===== config.mk =====
export PLATFORM = sky130hd
export DESIGN_NAME = mem_stage_ctrl_flat
export DESIGN_NICKNAME = d
export VERILOG_FILES = /design/src/rtl/mips_pkg.sv /design/src/rtl/mem_stage_ctrl_if.sv /design/src/rtl/memwb_reg.sv /design/src/rtl/mem_stage_ctrl.sv /design/src/flat_wrapper.sv
export SDC_FILE = /design/constraint.sdc
export NUM_CORES = 1
export LEC_CHECK = 0
export CORE_ASPECT_RATIO = 0.7
export CORE_MARGIN = 2
export CORE_UTILIZATION = 34
export DETAILED_ROUTE_END_ITERATION = 10
export GPL_TIMING_DRIVEN = 0
export PLACE_DENSITY = 0.84
export REMOVE_ABC_BUFFERS = 1
export SYNTH_ARGS = -nofsm -noshare
export SYNTH_HDL_FRONTEND = slang
export SYNTH_SLANG_ARGS = --single-unit

===== constraint.sdc =====
create_clock -name clk -period 2.5 [get_ports clk]
set_clock_uncertainty 0.05 [all_clocks]
set_input_delay 0.375 -clock clk [delete_from_list [all_inputs] [get_ports clk]]
set_output_delay 0.375 -clock clk [all_outputs]
set_load 0.02 [all_outputs]

===== src/rtl/mips_pkg.sv =====
// Shared definitions for the MEM pipeline stage: FSM state encoding,
// bit positions inside the WB and M control bundles, and the default
// wait limit for a memory access.
package mips_pkg;

   localparam int WB_REGWRITE = 1;
   localparam int WB_MEMTOREG = 0;

   localparam int M_BRANCH    = 2;
   localparam int M_MEMREAD   = 1;
   localparam int M_MEMWRITE  = 0;

   localparam int DEFAULT_TIMEOUT = 255;

   typedef enum logic {
      IDLE   = 1'b0,
      ACCESS = 1'b1
   } state_t;

endpackage


===== src/rtl/mem_stage_ctrl_if.sv =====
// Data-memory bus between the MEM stage controller and the memory.
//   mem_req   : access request, held until mem_ready
//   mem_we    : 1 = write, 0 = read
//   mem_addr  : byte address
//   mem_wdata : store data
//   mem_rdata : load data, valid with mem_ready
//   mem_ready : access complete
interface mem_stage_ctrl_if;

   logic        mem_req;
   logic        mem_we;
   logic [31:0] mem_addr;
   logic [31:0] mem_wdata;
   logic [31:0] mem_rdata;
   logic        mem_ready;

   modport master (
      output mem_req, mem_we, mem_addr, mem_wdata,
      input  mem_rdata, mem_ready
   );

   modport slave (
      input  mem_req, mem_we, mem_addr, mem_wdata,
      output mem_rdata, mem_ready
   );

endinterface


===== src/rtl/memwb_reg.sv =====
// MEM/WB pipeline register.
//   clk, reset : clock, synchronous active-high reset
//   load_en    : capture this cycle
//   bubble     : capture all-zero instead of the inputs
//   wb, rdata, alu, rdrt       : values to capture
//   wb_q, rdata_q, alu_q, rdrt_q : registered MEM/WB fields
module memwb_reg
   import mips_pkg::*;
(
   input  logic        clk,
   input  logic        reset,
   input  logic        load_en,
   input  logic        bubble,
   input  logic [1:0]  wb,
   input  logic [31:0] rdata,
   input  logic [31:0] alu,
   input  logic [4:0]  rdrt,
   output logic [1:0]  wb_q,
   output logic [31:0] rdata_q,
   output logic [31:0] alu_q,
   output logic [4:0]  rdrt_q
);

   always_ff @(posedge clk) begin
      if (reset) begin
         wb_q    <= '0;
         rdata_q <= '0;
         alu_q   <= '0;
         rdrt_q  <= '0;
      end else if (load_en) begin
         if (bubble) begin
            wb_q    <= '0;
            rdata_q <= '0;
            alu_q   <= '0;
            rdrt_q  <= '0;
         end else begin
            wb_q    <= {wb[WB_REGWRITE], wb[WB_MEMTOREG]};
            rdata_q <= rdata;
            alu_q   <= alu;
            rdrt_q  <= rdrt;
         end
      end
   end

endmodule


===== src/rtl/mem_stage_ctrl.sv =====
// MEM stage controller: sequences data-memory accesses, stalls the
// front of the pipeline while a load/store is outstanding, flags
// misaligned or timed-out accesses, and feeds the MEM/WB register.
//   clk, reset          : clock, synchronous active-high reset
//   WB, M               : EX/MEM control bundles
//   ALURes, DataIn      : ALU result / address, store data
//   RdRt, zero          : destination register, ALU zero flag
//   mem                 : data-memory bus (master side)
//   stall, PCSrc, err   : pipeline freeze, branch taken, sticky fault
//   WBOut, ReadData, ALUOut, RdRtOut : registered MEM/WB fields
//
// state  | meaning
// IDLE   | no access in flight; non-memory ops pass straight through
// ACCESS | request on the bus, waiting for mem_ready or the wait limit
module mem_stage_ctrl
   import mips_pkg::*;
#(
   parameter int TIMEOUT = DEFAULT_TIMEOUT
) (
   input  logic        clk,
   input  logic        reset,
   input  logic [1:0]  WB,
   input  logic [2:0]  M,
   input  logic [31:0] ALURes,
   input  logic [31:0] DataIn,
   input  logic [4:0]  RdRt,
   input  logic        zero,
   mem_stage_ctrl_if.master mem,
   output logic        stall,
   output logic        PCSrc,
   output logic        err,
   output logic [1:0]  WBOut,
   output logic [31:0] ReadData,
   output logic [31:0] ALUOut,
   output logic [4:0]  RdRtOut
);

   localparam int CW = (TIMEOUT > 1) ? $clog2(TIMEOUT) : 1;

   state_t        state, state_nxt;
   logic [CW-1:0] cnt;
   logic          cnt_tc;
   logic          access, is_read, aligned;
   logic          bubble, err_set, rd_sel;
   logic          req_c, we_c;
   logic [31:0]   addr_c, wdata_c;

   // Both request bits set counts as a write.
   assign access  = M[M_MEMREAD] | M[M_MEMWRITE];
   assign is_read = M[M_MEMREAD] & ~M[M_MEMWRITE];
   assign aligned = (ALURes[1:0] == 2'b00);
   assign cnt_tc  = (cnt == CW'(TIMEOUT - 1));

   assign PCSrc = M[M_BRANCH] & zero;

   always_ff @(posedge clk) begin
      if (reset) begin
         state <= IDLE;
         cnt   <= '0;
         err   <= 1'b0;
      end else begin
         state <= state_nxt;
         if (err_set) err <= 1'b1;
         if (state == ACCESS && !mem.mem_ready && !cnt_tc) cnt <= cnt + CW'(1);
         else                                                cnt <= '0;
      end
   end

   always_comb begin
      state_nxt = state;
      stall     = 1'b0;
      bubble    = 1'b0;
      err_set   = 1'b0;
      rd_sel    = 1'b0;
      req_c     = 1'b0;
      we_c      = 1'b0;
      addr_c    = '0;
      wdata_c   = '0;
      case (state)
         IDLE: begin
            if (access) begin
               bubble = 1'b1;
               if (aligned) begin
                  stall     = 1'b1;
                  state_nxt = ACCESS;
               end else begin
                  err_set = 1'b1;
               end
            end
         end
         ACCESS: begin
            req_c   = 1'b1;
            we_c    = M[M_MEMWRITE];
            addr_c  = ALURes;
            wdata_c = DataIn;
            if (mem.mem_ready) begin
               rd_sel    = is_read;
               state_nxt = IDLE;
            end else if (cnt_tc) begin
               // Give up: release the pipeline and retire a bubble.
               bubble    = 1'b1;
               err_set   = 1'b1;
               state_nxt = IDLE;
            end else begin
               stall  = 1'b1;
               bubble = 1'b1;
            end
         end
         default: state_nxt = IDLE;
      endcase
   end

   assign mem.mem_req   = req_c;
   assign mem.mem_we    = we_c;
   assign mem.mem_addr  = addr_c;
   assign mem.mem_wdata = wdata_c;

   // MEM/WB advances every cycle; a held-up instruction shows up as a bubble.
   memwb_reg u_memwb (
      .clk     (clk),
      .reset   (reset),
      .load_en (1'b1),
      .bubble  (bubble),
      .wb      (WB),
      .rdata   (rd_sel ? mem.mem_rdata : 32'h0),
      .alu     (ALURes),
      .rdrt    (RdRt),
      .wb_q    (WBOut),
      .rdata_q (ReadData),
      .alu_q   (ALUOut),
      .rdrt_q  (RdRtOut)
   );

endmodule

===== src/flat_wrapper.sv =====
// flat-port wrapper written by rule: the top's interface ports become plain ports
module mem_stage_ctrl_flat import mips_pkg::*;
#(
   parameter int TIMEOUT = DEFAULT_TIMEOUT
)
  (clk, reset, WB, M, ALURes, DataIn, RdRt, zero, stall, PCSrc, err, WBOut, ReadData, ALUOut, RdRtOut, mem_mem_req, mem_mem_we, mem_mem_addr, mem_mem_wdata, mem_mem_rdata, mem_mem_ready);
  mem_stage_ctrl_if mem_i ();
  input  logic clk;
  input  logic reset;
  input  logic [1:0] WB;
  input  logic [2:0] M;
  input  logic [31:0] ALURes;
  input  logic [31:0] DataIn;
  input  logic [4:0] RdRt;
  input  logic zero;
  output logic stall;
  output logic PCSrc;
  output logic err;
  output logic [1:0] WBOut;
  output logic [31:0] ReadData;
  output logic [31:0] ALUOut;
  output logic [4:0] RdRtOut;
  output wire logic [$bits(mem_i.mem_req)-1:0] mem_mem_req;
  output wire logic [$bits(mem_i.mem_we)-1:0] mem_mem_we;
  output wire logic [$bits(mem_i.mem_addr)-1:0] mem_mem_addr;
  output wire logic [$bits(mem_i.mem_wdata)-1:0] mem_mem_wdata;
  input wire logic [$bits(mem_i.mem_rdata)-1:0] mem_mem_rdata;
  input wire logic [$bits(mem_i.mem_ready)-1:0] mem_mem_ready;
  assign mem_mem_req = mem_i.mem_req;
  assign mem_mem_we = mem_i.mem_we;
  assign mem_mem_addr = mem_i.mem_addr;
  assign mem_mem_wdata = mem_i.mem_wdata;
  assign mem_i.mem_rdata = mem_mem_rdata;
  assign mem_i.mem_ready = mem_mem_ready;
  mem_stage_ctrl #(.TIMEOUT(TIMEOUT)) u_core (.clk(clk), .reset(reset), .WB(WB), .M(M), .ALURes(ALURes), .DataIn(DataIn), .RdRt(RdRt), .zero(zero), .mem(mem_i), .stall(stall), .PCSrc(PCSrc), .err(err), .WBOut(WBOut), .ReadData(ReadData), .ALUOut(ALUOut), .RdRtOut(RdRtOut));
endmodule

==> flow_summary.html <==
<table>
<tr><th>Metric</th><th>Value</th></tr>
<tr><th colspan="2">Status</th></tr>
<tr><td>Run status</td><td>complete, no violations</td></tr>
<tr><th colspan="2">GRT</th></tr>
<tr><td>First-pass GRT wire length</td><td>13.93 mm</td></tr>
<tr><td>Initial antenna violation count</td><td>0</td></tr>
<tr><td>Overall fraction of global-route tracks in use</td><td>20.31%</td></tr>
<tr><td>Pin count of the biggest net entering global routing</td><td>40</td></tr>
<tr><td>Vias in the first global route</td><td>2723</td></tr>
<tr><td>Remaining Overflow, GRT</td><td>0</td></tr>
<tr><th colspan="2">Layout</th></tr>
<tr><td>Sequential cell area</td><td>0.001625 mm²</td></tr>
<tr><td>Post-route cell area</td><td>0.005758 mm²</td></tr>
<tr><td>Area overhead of the layout relative to synthesis</td><td>104.3%</td></tr>
<tr><td>Filler cells</td><td>563</td></tr>
<tr><td>Total Nets Final</td><td>634</td></tr>
<tr><td>Area of combinational cells with multiple inputs</td><td>0.001124 mm²</td></tr>
<tr><td>Final antenna diode count</td><td>0</td></tr>
<tr><td>Fraction of final layout cells sized beyond drive strength 1</td><td>4.364%</td></tr>
<tr><th colspan="2">Job</th></tr>
<tr><td>Number of maximum-capacitance constraint violations</td><td>0</td></tr>
<tr><th colspan="2">Synth</th></tr>
<tr><td>Synthesis-stage register bit count</td><td>81</td></tr>
<tr><td>Biggest area consumer among synthesized cells</td><td>sky130_fd_sc_hd__dfxtp_1</td></tr>
<tr><td>Area contributors post-synth</td><td>sky130_fd_sc_hd__dfxtp_1 (58%), sky130_fd_sc_hd__and2_1 (30%), sky130_fd_sc_hd__clkbuf_1 (1.3%), sky130_fd_sc_hd__nor2_1 (1.1%), sky130_fd_sc_hd__ha_1 (0.89%)</td></tr>
<tr><td>Top FF cell, synth</td><td>sky130_fd_sc_hd__dfxtp_1</td></tr>
<tr><td>Gate count after technology mapping</td><td>274</td></tr>
<tr><td>Count of flip-flops with a built-in enable after synthesis</td><td>0</td></tr>
<tr><td>Per-instance average area after synthesis</td><td>10.29 µm²</td></tr>
<tr><td>Yosys warning total</td><td>0</td></tr>
<tr><td>Post-synthesis sequential area ratio</td><td>57.52%</td></tr>
<tr><td>Area of the mapped netlist</td><td>0.002819 mm²</td></tr>
<tr><td>Share of flip-flops with an asynchronous set or reset</td><td>0%</td></tr>
<tr><td>Proportion of netlist area held by the largest area contributor</td><td>57.52%</td></tr>
<tr><td>Library cells used by synthesis</td><td>24</td></tr>
<tr><th colspan="2">Clock tree</th></tr>
<tr><td>CTS Root Cell</td><td>sky130_fd_sc_hd__clkbuf_16</td></tr>
<tr><td>Clock tree from TritonCTS</td><td>done</td></tr>
<tr><td>Sinks on the clock net</td><td>81</td></tr>
<tr><td>Clock insertion delay at the later pin of the skew report</td><td>0.32 ns</td></tr>
<tr><td>Number of buffers added to fix hold violations after cts</td><td>0</td></tr>
<tr><td>Number of buffers inserted during clock tree synthesis</td><td>9</td></tr>
<tr><td>Number of levels in the clock H-tree</td><td>3</td></tr>
<tr><td>Clock-pin slew on the worst setup and hold paths</td><td>0.06 ns</td></tr>
<tr><td>Max Buffers Root-to-Sink</td><td>2</td></tr>
<tr><th colspan="2">Routing</th></tr>
<tr><td>DRT Wirelength</td><td>9.402 mm</td></tr>
<tr><td>Final routed wire length divided by cell count</td><td>14.97 µm</td></tr>
<tr><td>Total iterations of the first detailed-routing run</td><td>4</td></tr>
<tr><td>Via total after detailed routing</td><td>2669</td></tr>
<tr><td>Antenna violation net count after detailed routing</td><td>0</td></tr>
<tr><td>Residual DRC count</td><td>0</td></tr>
<tr><td>Via density per instance</td><td>4.250</td></tr>
<tr><td>DRC violation total after the first TritonRoute iteration</td><td>132</td></tr>
<tr><th colspan="2">Critical path</th></tr>
<tr><td>Critical path peak fanout</td><td>3</td></tr>
<tr><td>Critical-path top delay cell</td><td>sky130_fd_sc_hd__clkdlybuf4s50_1</td></tr>
<tr><td>Endpoint kind of the worst setup timing path</td><td>primary output</td></tr>
<tr><td>Data arrival time at the worst-slack endpoint</td><td>1.89 ns</td></tr>
<tr><td>Critical Path Source Type</td><td>input pin</td></tr>
<tr><td>Critical path class</td><td>in2out</td></tr>
<tr><td>Worst Path Required</td><td>2.08 ns</td></tr>
<tr><td>Stage delay of the slowest cell on the critical path</td><td>0.60 ns</td></tr>
<tr><td>Most prevalent standard cell on the critical path</td><td>sky130_fd_sc_hd__clkdlybuf4s50_1</td></tr>
<tr><td>Critical-path cell list</td><td>clkdlybuf4s50_1, nor2b_4, o21ai_0, nand2_1, clkdlybuf4s50_1</td></tr>
<tr><td>Number of cells traversed by the worst register-to-register path</td><td>3</td></tr>
<tr><th colspan="2">Power and ir drop</th></tr>
<tr><td>Reported leakage power</td><td>2.228 nW</td></tr>
<tr><td>Power Density</td><td>570.5 mW/mm²</td></tr>
<tr><td>Peak supply drop</td><td>0.4030 mV</td></tr>
<tr><td>Total power after layout</td><td>3.285 mW</td></tr>
<tr><th colspan="2">Hold path</th></tr>
<tr><td>Hold depth</td><td>1</td></tr>
<tr><td>Min-delay worst type</td><td>reg2reg</td></tr>
<tr><th colspan="2">Timing</th></tr>
<tr><td>Maximum achievable frequency</td><td>431.7 MHz</td></tr>
<tr><td>Max-slew headroom</td><td>22.28%</td></tr>
<tr><td>Slew at the pin with the worst max-slew slack</td><td>1.165 ns</td></tr>
<tr><td>Unrepaired setup endpoints after global routing</td><td>false</td></tr>
<tr><td>Share of the clock period used by the worst path after layout</td><td>92.66%</td></tr>
<tr><td>Final hold slack</td><td>0.4206 ns</td></tr>
<tr><td>Final Hold Viols</td><td>0</td></tr>
<tr><td>Final Max Tran Viols</td><td>0</td></tr>
<tr><td>Final worst path period need</td><td>2.316 ns</td></tr>
<tr><td>Setup-failing EPs final</td><td>0</td></tr>
<tr><th colspan="2">Die</th></tr>
<tr><td>Floorplan die height</td><td>80.18 µm</td></tr>
<tr><td>IO Pins</td><td>250</td></tr>
<tr><td>Row count</td><td>27</td></tr>
<tr><td>Core area</td><td>0.007939 mm²</td></tr>
<tr><td>Die extent in x</td><td>112.8 µm</td></tr>
<tr><td>Full die area</td><td>0.009047 mm²</td></tr>
<tr><td>Initial cell density of the core</td><td>35.51%</td></tr>
<tr><th colspan="2">Placed design</th></tr>
<tr><td>Routability congestion estimate</td><td>0.8036</td></tr>
<tr><td>DP Area</td><td>0.005369 mm²</td></tr>
<tr><td>Number of buffers inserted by port buffering</td><td>249</td></tr>
<tr><td>Post-detailed-placement half-perimeter wirelength</td><td>7.460 mm</td></tr>
</table>
## power breakdown
part	leakage (nW)	switching, mW	internal, mW	total, mW
logic	1.41	0.174	0.289	0.463
registers	0.658	0.0120	1.32	1.33
clock network	0.163	0.509	0.981	1.49
total	2.23	0.696	2.59	3.28
## synth_stat cells (2+ instances only)
cell and instances:
sky130_fd_sc_hd__a21oi_1 4, sky130_fd_sc_hd__and2_1 137, sky130_fd_sc_hd__buf_6 2, sky130_fd_sc_hd__clkbuf_1 10, sky130_fd_sc_hd__clkbuf_2 2, sky130_fd_sc_hd__dfxtp_1 81
sky130_fd_sc_hd__ha_1 2, sky130_fd_sc_hd__inv_1 3, sky130_fd_sc_hd__nand2_1 2, sky130_fd_sc_hd__nand3_1 3, sky130_fd_sc_hd__nand4_1 2, sky130_fd_sc_hd__nor2_1 8
sky130_fd_sc_hd__o21ai_0 4, sky130_fd_sc_hd__or3_1 3, sky130_fd_sc_hd__xor2_1 2
## critical path, delay by kind of cell
family / cells / cell delay, ns
buf+inv: 2 / 1.10
simple gates: 2 / 0.28
compound gates: 1 / 0.13
## routing by layer
| metal | global-route usage, % | up-vias | part of all wire [%] |
|---|---|---|---|
| met2 | 39.76 | 135 | 53 |
| met4 | 5.732 | 0 | 1.6 |
| met5 | 0 | - | 0 |
| li1 | - | 1343 | - |
| met3 | 9.585 | 14 | 11 |
| met1 | 18.93 | 1177 | 34 |
## state kept, by name (all words and copies together) (netlist names)
signal and cells:
u_core.state 1, u_core.cnt 8, u_core.u_memwb.wb_q 2, u_core.err 1
u_core.u_memwb.rdata_q 32, u_core.u_memwb.alu_q 32, u_core.u_memwb.rdrt_q 5
## metrics by stage
stage                     TNS (ns)  setup WS, ns  utilization, %  cells
after global routing             0       0.01983           72.53    628
after CTS                        0       0.09882           72.44    628
final                            0        0.1835           72.53    628
after floorplan                  0        0.2327               -    260
after global placement      -77.14       -0.8205           67.61    610
after detailed placement    -13.17       -0.2130           67.63    610
## what timing repair did
item / 4_1_cts / 5_1_grt
buffers inserted: 2 / 0
resized for setup: 1 / 1
pin swaps: 0 / 0
endpoints found under the setup margin: 138 / 1
## final timing paths
path                                                  to  slack, ns          start
worst max register to register  u_core.u_memwb.alu_q[27]       0.53   u_core.state
worst min-delay path                       u_core.cnt[0]       0.42  u_core.cnt[0]
worst max-delay path                               stall       0.18  mem_mem_ready
worst min register to register             u_core.cnt[0]       0.42  u_core.cnt[0]
## logic make-up after synthesis
kind of cell,synth area share [%]
flip-flops,57.52
XOR/XNOR,0.9323
buffers and inverters,2.885
AO/OA/AOI/OAI,2.574
AND/OR/NAND/NOR,35.20
adder cells (fa/ha/maj),0.8876
## layout by cell type, fill, tap and decap left out, types with 2 or more instances in the layout
master	netlist	routed
sky130_fd_sc_hd__clkdlybuf4s50_1	0	249
sky130_fd_sc_hd__and2_1	137	137
sky130_fd_sc_hd__dfxtp_1	81	80
sky130_fd_sc_hd__clkbuf_16	0	9
sky130_fd_sc_hd__nor2_1	8	7
sky130_fd_sc_hd__o21ai_0	4	4
sky130_fd_sc_hd__a21oi_1	4	4
sky130_fd_sc_hd__inv_1	3	3
sky130_fd_sc_hd__nand3_1	3	3
sky130_fd_sc_hd__or3_1	3	3
sky130_fd_sc_hd__bufinv_16	0	3
sky130_fd_sc_hd__nand4_1	2	2
sky130_fd_sc_hd__nand2_1	2	2
sky130_fd_sc_hd__xor2_1	2	2
sky130_fd_sc_hd__ha_1	2	2
## cell type report
type | instances | area share, %
multi-input cells | 176 | 19.51
flip-flops and latches | 81 | 28.23
well taps | 101 | 2.195
repair buffers | 251 | 43.89
clock buffers | 10 | 3.977
clock inverters | 6 | 1.999
inverters | 3 | 0.1956
Note: power is estimated with default switching activity, not from simulation.
==> RTL change, RTL diff (config.mk and constraints unchanged) <==
The package constant `DEFAULT_TIMEOUT` goes from 255 to 510.
--- a/src/rtl/mips_pkg.sv
+++ b/src/rtl/mips_pkg.sv
@@ -10,7 +10,7 @@
    localparam int M_MEMREAD   = 1;
    localparam int M_MEMWRITE  = 0;
 
-   localparam int DEFAULT_TIMEOUT = 255;
+   localparam int DEFAULT_TIMEOUT = 510;
 
    typedef enum logic {
       IDLE   = 1'b0,
Behaviour: no difference found for any inputs over 10 cycles, from zero or initial values and one cycle with reset high; that may be too few to reach the edited logic, so the function may still have changed.
==> RTL change against the original RTL <==
  * Routed wire length shrank 1.1%
  * Synthesized area grew 1.3%
  * Power shrank 4.7%
  * Design area grew 0.24%
  * Non-clock buffer count is the same
  * Hold slack gained 0.016 ns
  * Core utilization shrank 0.44 points
  * Sequential cell count grew 1
  * Critical path depth is the same
  * Sequential share of layout area grew 0.28 points
  * Setup slack gained 0.0067 ns
==> RTL change: results (changes against the original RTL) <==
[status]
status = finished clean

[place]
hpwl_um = 7310  ; -2.0%
placed_area_sq_um = 5430  ; +1.0%
place.gp.congestion = 0.701  ; -13%
pre_cts_ws_ns = -0.228  ; -0.0148 ns

[global_route]
first_global_vias = 2756  ; +1.2%
grt_pass1_wl_um = 13800  ; -0.99%
grtUsageMet3_pct = 7.70  ; -1.9 points
grtUsageMet2_pct = 39.9  ; +0.18 points
grt_usage_pct = 19.9  ; -0.39 points
grt_max_degree = 40  ; unchanged
grt_use_met1_pct = 18.4  ; -0.51 points

[detailed_routing]
wl_met1_um = 3140  ; -2.7%
wl_met3_um = 849  ; -16%
wl_um = 9300  ; -1.1%
drtIter0Drc = 108  ; -18%
wl_met2_um = 5190  ; +3.5%
vias = 2741  ; +2.7%

[power]
powerDensity_nw_per_um2 = 542  ; -4.9%
p_leak_nw = 2.22  ; -0.24%
swShare_pct = 22.7  ; +1.5 points
p_comb_share_pct = 14.1  ; about the same
ir_worst_vdd_mv = 0.408  ; +1.2%

[setup_path]
reg2reg_from = u_core.state$_SDFF_PP0_
crit_path_end = stall
r2r_end = u_core.u_memwb.alu_q[25]$_SDFF_PP0_
reg2reg_slack_ns = 0.43  ; -0.10 ns
cp_slowest_stage_delay_ns = 0.56  ; -0.04 ns
arrival_ns = 1.88
path_max_fanout = 4  ; +1
critPathLaunch = M[0]
r2r_cells = 4  ; +1

[yosys]
seq_area_frac_synth_pct = 57.5  ; about the same
synth_compound_area_share_pct = 2.80  ; +0.23 points
synth_fa_ha_area_share_pct = 0.876  ; -0.011 points
synth-xor-area-share_pct = 0.920  ; -0.012 points
synthTopCellsByArea = dfxtp_1 (57%), and2_1 (30%), clkbuf_1 (1.3%)
synth_commonest_cells = and2_1 (137), dfxtp_1 (82), clkbuf_1 (10)

[timing]
worst_pin_slew_ns = 0.740  ; -0.424 ns
min_period_over_period_pct = 92.4  ; -0.27 points

[cells_and_area]
top_regs = u_core.u_memwb.alu_q: 32 flops, u_core.u_memwb.rdata_q: 32 flops, u_core.cnt: 9 flops
drive_above_1_share_pct = 4.13  ; -0.24 points
fin_nets = 640  ; +0.95%

==> RTL change: what timing repair did <==
action	4_1_cts	5_1_grt
gates resized for setup	2	0
buffers inserted	1	0
endpoints found under the setup margin	105	0
==> RTL change: worst min path at each step <==
stage / startpoint / end / cells past startpoint
floorplan: reset / u_core.state$_SDFF_PP0_ / 1
global placement: u_core.cnt[0]$_SDFF_PP0_ / u_core.cnt[0]$_SDFF_PP0_ / 1
detailed placement: u_core.cnt[0]$_SDFF_PP0_ / u_core.cnt[0]$_SDFF_PP0_ / 1
CTS: u_core.cnt[0]$_SDFF_PP0_ / u_core.cnt[0]$_SDFF_PP0_ / 1
global route: u_core.cnt[0]$_SDFF_PP0_ / u_core.cnt[0]$_SDFF_PP0_ / 1
finish: u_core.cnt[0]$_SDFF_PP0_ / u_core.cnt[0]$_SDFF_PP0_ / 1
==> RTL change: area by class of cell <==
cell class,count,area [sq um]
clock buffer,10,239
clock inverter,6,71.3
fill,590,2230
inverter,3,11.3
multi-input combinational,181,1150
sequential,82,1650
tap,101,126
timing repair buffer,251,2530
==> RTL change: per-stage QoR <==
| step | cells | setup TNS, ns | util, % | hold WS, ns |
|---|---|---|---|---|
| CTS | 634 | 0 | 72.0 | 0.449 |
| finish | 634 | 0 | 72.1 | 0.437 |
| detailed placement | 617 | -8.12 | 67.8 | 0.435 |
| global placement | 616 | -86.58 | 67.5 | 0.407 |
| global route | 634 | 0 | 72.1 | 0.476 |
| floorplan | 266 | -4.10 | - | 0.394 |
==> RTL change: cells by family (layout without fill, tap and decap cells) <==
group / after synthesis / count (layout)
xor+xnor: 3 / 3
fa+ha+maj: 2 / 2
flops: 82 / 82
compound gates: 13 / 13
buf+inv: 17 / 270
simple gates: 163 / 163
